--- config.mk ---
export PLATFORM = sky130hd
export DESIGN_NAME = pipe_stage_reg
export DESIGN_NICKNAME = d
export VERILOG_FILES = /design/src/rtl/pipe_pkg.sv /design/src/rtl/pipe_slot.sv /design/src/rtl/pipe_stage_reg.sv
export SDC_FILE = /design/constraint.sdc
export NUM_CORES = 1
export LEC_CHECK = 0
export CELL_PAD_IN_SITES_DETAIL_PLACEMENT = 1
export CELL_PAD_IN_SITES_GLOBAL_PLACEMENT = 1
export CORE_ASPECT_RATIO = 1.1
export CORE_UTILIZATION = 30
export DETAILED_ROUTE_END_ITERATION = 7
export GPL_ROUTABILITY_DRIVEN = 0
export PLACE_DENSITY_LB_ADDON = 0.1
export SYNTH_ARGS = -nofsm -noshare
export SYNTH_HDL_FRONTEND = slang
export SYNTH_HIERARCHICAL = 1
export SYNTH_SLANG_ARGS = --single-unit
--- constraint.sdc ---
create_clock -name CLK -period 2.17 [get_ports CLK]
set_input_delay 0.217 -clock CLK [delete_from_list [all_inputs] [get_ports CLK]]
set_output_delay 0.217 -clock CLK [all_outputs]
set_load 0.1 [all_outputs]
--- src/rtl/pipe_pkg.sv ---
// -----------------------------------------------------------------------------
// pipe_pkg
// Types and constants shared by the pipeline stage register and its slots.
//   stage_state_t : occupancy of the stage (EMPTY, ONE, TWO)
//   STALL_CNT_W   : width of the downstream-stall counter
//   DATA_W_DEF    : default payload width
//   CTRL_W_DEF    : default control-field width
// -----------------------------------------------------------------------------
package pipe_pkg;

   localparam int STALL_CNT_W = 16;
   localparam int DATA_W_DEF  = 16;
   localparam int CTRL_W_DEF  = 13;

   typedef enum logic [1:0] {
      EMPTY = 2'd0,
      ONE   = 2'd1,
      TWO   = 2'd2
   } stage_state_t;

endpackage : pipe_pkg

--- src/rtl/pipe_slot.sv ---
// -----------------------------------------------------------------------------
// pipe_slot
// One holding register of the stage: a valid bit, a control field and a
// payload field. Priority is RST > clear > load. A clear drops the word and
// zeroes the control bits but keeps the payload, so a bubble never carries
// live control while the data bus stays quiet.
//   CLK    : clock, rising edge
//   RST    : synchronous active-high reset, zeroes everything
//   load   : capture d_ctrl/d_data and mark the slot valid
//   clear  : invalidate the slot and zero its control field
//   d_ctrl : control bits to capture
//   d_data : payload to capture
//   valid  : slot holds a word
//   ctrl   : held control bits (zero when not valid)
//   data   : held payload
// -----------------------------------------------------------------------------
module pipe_slot
   import pipe_pkg::*;
#(
   parameter int DATA_W = DATA_W_DEF,
   parameter int CTRL_W = CTRL_W_DEF
) (
   input  logic              CLK,
   input  logic              RST,
   input  logic              load,
   input  logic              clear,
   input  logic [CTRL_W-1:0] d_ctrl,
   input  logic [DATA_W-1:0] d_data,
   output logic              valid,
   output logic [CTRL_W-1:0] ctrl,
   output logic [DATA_W-1:0] data
);

   // NOTE: state is written with non-blocking assignments only, so every
   // flop samples values from before the edge regardless of block order.
   always_ff @(posedge CLK) begin
      if (RST) begin
         // NOTE: the payload is reset too; it is visible on out_data and the
         // reset value of that port is defined as zero.
         valid <= 1'b0;
         ctrl  <= '0;
         data  <= '0;
      end else if (clear) begin
         valid <= 1'b0;
         ctrl  <= '0;
      end else if (load) begin
         valid <= 1'b1;
         ctrl  <= d_ctrl;
         data  <= d_data;
      end
   end

endmodule : pipe_slot

--- src/rtl/pipe_stage_reg.sv ---
// -----------------------------------------------------------------------------
// pipe_stage_reg
// Valid/ready pipeline stage with a skid slot. The main slot drives the
// outputs directly; the skid slot absorbs the word accepted in the cycle the
// downstream stalls, which lets in_ready be a plain register with no path
// from out_ready.
//
// Configuration macro: PIPE_STALL_COUNT_EN
//   defined   : stall_cnt counts cycles with out_valid=1 and out_ready=0,
//               saturating at all-ones; flush does not clear it.
//   undefined : no counter flops; stall_cnt is tied to zero.
//
// Ports:
//   CLK       : clock, rising edge
//   RST       : synchronous active-high reset, overrides flush and transfers
//   in_valid  : upstream offers a word
//   in_ready  : stage can accept (registered, 0 only when both slots full)
//   in_data   : upstream payload
//   in_ctrl   : upstream control bits
//   flush     : discard all held words, beats any simultaneous transfer
//   out_valid : stage presents a word
//   out_ready : downstream accepts the presented word
//   out_data  : presented payload (holds last value during a bubble)
//   out_ctrl  : presented control bits (zero during a bubble)
//   stall_cnt : downstream-stall cycle count
// -----------------------------------------------------------------------------
module pipe_stage_reg
   import pipe_pkg::*;
#(
   parameter int DATA_W = DATA_W_DEF,
   parameter int CTRL_W = CTRL_W_DEF
) (
   input  logic                   CLK,
   input  logic                   RST,
   input  logic                   in_valid,
   output logic                   in_ready,
   input  logic [DATA_W-1:0]      in_data,
   input  logic [CTRL_W-1:0]      in_ctrl,
   input  logic                   flush,
   output logic                   out_valid,
   input  logic                   out_ready,
   output logic [DATA_W-1:0]      out_data,
   output logic [CTRL_W-1:0]      out_ctrl,
   output logic [STALL_CNT_W-1:0] stall_cnt
);

   stage_state_t      state;
   stage_state_t      next_state;

   logic              accept;
   logic              retire;

   logic              main_load;
   logic              main_clear;
   logic              main_from_skid;
   logic [CTRL_W-1:0] main_d_ctrl;
   logic [DATA_W-1:0] main_d_data;

   logic              skid_load;
   logic              skid_clear;
   logic              skid_valid;
   logic [CTRL_W-1:0] skid_ctrl;
   logic [DATA_W-1:0] skid_data;

   assign accept = in_valid && in_ready;
   assign retire = out_valid && out_ready;

   // NOTE: every signal written here gets a default first, so no path
   // through the case leaves one unassigned and no latch is inferred.
   always_comb begin
      next_state     = state;
      main_load      = 1'b0;
      main_clear     = 1'b0;
      main_from_skid = 1'b0;
      skid_load      = 1'b0;
      skid_clear     = 1'b0;

      if (flush) begin
         next_state = EMPTY;
         main_clear = 1'b1;
         skid_clear = 1'b1;
      end else begin
         unique case (state)
            EMPTY: begin
               if (accept) begin
                  main_load  = 1'b1;
                  next_state = ONE;
               end
            end
            ONE: begin
               if (accept && retire) begin
                  main_load = 1'b1;
               end else if (accept) begin
                  skid_load  = 1'b1;
                  next_state = TWO;
               end else if (retire) begin
                  main_clear = 1'b1;
                  next_state = EMPTY;
               end
            end
            TWO: begin
               // in_ready is low here, so only a retire can happen.
               if (retire && skid_valid) begin
                  main_load      = 1'b1;
                  main_from_skid = 1'b1;
                  skid_clear     = 1'b1;
                  next_state     = ONE;
               end
            end
            default: begin
               next_state = EMPTY;
               main_clear = 1'b1;
               skid_clear = 1'b1;
            end
         endcase
      end
   end

   assign main_d_ctrl = main_from_skid ? skid_ctrl : in_ctrl;
   assign main_d_data = main_from_skid ? skid_data : in_data;

   // in_ready is computed from the next state so it is a true register.
   always_ff @(posedge CLK) begin
      if (RST) begin
         state    <= EMPTY;
         in_ready <= 1'b1;
      end else begin
         state    <= next_state;
         in_ready <= (next_state != TWO);
      end
   end

   pipe_slot #(
      .DATA_W (DATA_W),
      .CTRL_W (CTRL_W)
   ) u_main (
      .CLK    (CLK),
      .RST    (RST),
      .load   (main_load),
      .clear  (main_clear),
      .d_ctrl (main_d_ctrl),
      .d_data (main_d_data),
      .valid  (out_valid),
      .ctrl   (out_ctrl),
      .data   (out_data)
   );

   pipe_slot #(
      .DATA_W (DATA_W),
      .CTRL_W (CTRL_W)
   ) u_skid (
      .CLK    (CLK),
      .RST    (RST),
      .load   (skid_load),
      .clear  (skid_clear),
      .d_ctrl (in_ctrl),
      .d_data (in_data),
      .valid  (skid_valid),
      .ctrl   (skid_ctrl),
      .data   (skid_data)
   );

`ifdef PIPE_STALL_COUNT_EN
   logic [STALL_CNT_W-1:0] stall_q;

   always_ff @(posedge CLK) begin
      if (RST) begin
         stall_q <= '0;
      end else if (out_valid && !out_ready && (stall_q != '1)) begin
         stall_q <= stall_q + 1'b1;
      end
   end

   assign stall_cnt = stall_q;
`else
   assign stall_cnt = '0;
`endif

endmodule : pipe_stage_reg

==> flow_metrics.env <==
export IMPL_status="finished, final reports clean"
export IMPL_slew_limit_headroom_pct=61.2
export IMPL_vias=2373
export IMPL_synth_most_common_cell="dfxtp_1"
export IMPL_antenna_found_initial=0
export IMPL_grt_overflow=0
export IMPL_netlist_instances=310
export IMPL_synth_top_cells_by_count="63 x dfxtp_1, 33 x nand2b_1, 32 x o21ai_0"
export IMPL_max_clock_freq_ghz=0.519
export IMPL_ys_flop_type="dfxtp_1"
export IMPL_io_pins=81
export IMPL_drtIter0Drc=50
export IMPL_port_buffers=64
export IMPL_crit_type="flip-flop to flip-flop"
export IMPL_holdBufCountCts=0
export IMPL_clockBufferDepth=2
export IMPL_fin_crit_sh_pct=88.8
export IMPL_drive_above_1_share_pct=25.5
export IMPL_required_ps=2390
export IMPL_clockRootBuffer="clkbuf_8"
export IMPL_hold_path_class="input port to flip-flop"
export IMPL_setup_viol=0
export IMPL_crit_path_start_kind="flip-flop"
export IMPL_cts_resized=0
export IMPL_syn_area_um2=3150
export IMPL_antenna_cells=0
export IMPL_die_area_um2=10900
export IMPL_tightest_slew_ps=581
export IMPL_die_height_um=109
export IMPL_cts_buffers=9
export IMPL_grt_pass1_wl_um=11700
export IMPL_holdWs_ps=430
export IMPL_grt_max_degree=37
export IMPL_grt_pass1_vias=2340
export IMPL_period_needed_ps=1930
export IMPL_synth_edf_count=0
export IMPL_instances_no_fill=520
export IMPL_tritoncts="done"
export IMPL_rows=38
export IMPL_synth_top_area_share_pct=40.0
export IMPL_groute_usage_overall_pct=14.0
export IMPL_start_util_pct=31.4
export IMPL_yosys_warnings=6
export IMPL_synth_cell_types=32
export IMPL_first_pass_iters=4
export IMPL_max_cap_viol_count=0
export IMPL_placed_area_um2=3810
export IMPL_ir_drop_uv=284
export IMPL_place_inst=504
export IMPL_end_kind="flip-flop"
export IMPL_wl_per_cell_um=14.2
export IMPL_viasPerCell=4.56
export IMPL_post_cts_buffers=0
export IMPL_core_area_um2=10000
export IMPL_finalMaxSlewViolations=0
export IMPL_power_density_nw_per_um2=660
export IMPL_clk_pin_slew_ps=70
export IMPL_post_dp_hpwl_um=5070
export IMPL_finClkSkew_ps=6.34
export IMPL_finalInstanceArea_um2=3980
export IMPL_detail_route_drc_violations=0
export IMPL_wl_um=7390
export IMPL_syn_to_final_growth_pct=26.4
export IMPL_clkSinkCount=63
export IMPL_ys_seq_area_share_pct=40.0
export IMPL_final_hold_viol_count=0
export IMPL_ant_nets=0
export IMPL_p_leak_nw=1.49
export IMPL_arrival_ps=2150
export IMPL_ys_ff_latch=63
export IMPL_nets=409
export IMPL_insertion_delay_ps=330
export IMPL_avgSynthCellArea_um2=10.2
export IMPL_rsz0062_at_grt="false"
export IMPL_crit_path_max_fanout=15
export IMPL_die_w_um=99.7
export IMPL_synth_area_top_cells="dfxtp_1 40%, nand4bb_1 11%, mux2i_1 8.3%"
export IMPL_synth_area_leader_cell="dfxtp_1"
export IMPL_async_flop_share_pct=0
export IMPL_power_mw=2.63
export IMPL_htree_levels=3
## layout make-up
type                    count  area, µm²
repair buffers             78        663
clock buffers              13        159
multi-input cells         222       1700
fillers                  1166       6050
flip-flops and latches     63       1260
clock inverters             3       17.5
well taps                 140        175
inverters                   1       3.75
## state kept, by name (all words and copies together) (netlist names)
| name | flops |
|---|---|
| u_skid/valid | 1 |
| u_skid/ctrl | 13 |
| u_skid/data | 16 |
| u_main/valid | 1 |
| u_main/ctrl | 13 |
| u_main/data | 16 |
| in_ready | 1 |
| state | 2 |
## layout by cell type, fill, tap and decap left out, types with 2 or more instances in the layout
cell / netlist / layout
or4bb_1: 2 / 2
conb_1: 1 / 16
dfxtp_1: 63 / 61
mux2_4: 10 / 10
clkbuf_8: 0 / 11
mux2_2: 19 / 19
nand2_1: 3 / 3
a21o_1: 2 / 2
nor2_1: 31 / 30
or2_1: 2 / 2
dfxtp_2: 0 / 2
mux2i_1: 26 / 26
nand4_1: 2 / 2
nand2b_1: 33 / 33
buf_4: 20 / 45
clkdlybuf4s50_1: 0 / 32
clkinv_2: 0 / 2
o21ai_0: 32 / 32
nand4bb_1: 30 / 30
clkbuf_1: 10 / 2
nor2b_2: 2 / 2
## power by group
group | switching [mW] | total, mW | internal [mW]
Sequential | 0.0130 | 1.19 | 1.18
Clock | 0.446 | 0.921 | 0.474
Combinational | 0.350 | 0.515 | 0.165
Total | 0.810 | 2.63 | 1.82
## cells by family (layout without fill, tap and decap cells)
family | count (synthesis) | after routing | synth area share, %
and+or+nand+nor | 109 | 109 | 24.2
buffers and inverters | 40 | 95 | 8.30
AOI/OAI and AO/OA | 42 | 42 | 7.51
muxes | 55 | 55 | 19.8
other | 1 | 16 | 0.119
DFF | 63 | 63 | 40.0
## worst paths after layout
check / from / to / slack, ps / cells after the start
worst min register to register: u_main/data[1]$_SDFFE_PP0P_ / u_main/data[1]$_SDFFE_PP0P_ / 470 / 2
worst min-delay path: RST / state[1]$_SDFF_PP0_ / 430 / 2
worst max-delay path: state[1]$_SDFF_PP0_ / u_main/data[5]$_SDFFE_PP0P_ / 240 / 6
worst max register to register: state[1]$_SDFF_PP0_ / u_main/data[5]$_SDFFE_PP0P_ / 240 / 6
## per-layer routing
layer	vias up	GRT usage [%]	wire (µm)
met1	1121	17.5	3560
met4	0	6.30	111
li1	1188	-	-
met2	54	23.3	3470
met3	10	2.61	245
met5	-	0	0
## through the flow
step / TNS [ps] / utilization [%] / setup WS, ps
2_1_floorplan: 0 / - / 76.7
3_3_place_gp: 0 / 37.9 / 9.36
3_5_place_dp: -104 / 37.9 / -27.6
4_1_cts: 0 / 39.7 / 218
5_1_grt: 0 / 39.7 / 95.0
6_report: 0 / 39.7 / 242
## worst max-delay path: stages, from the launching register on
cell and delay, ps:
dfxtp_1 420, nand4_1 170, or3_2 470, buf_4 240, mux2_4 320, nand4bb_1 100, o21ai_0 80
Power figures use the tool's default switching activity.
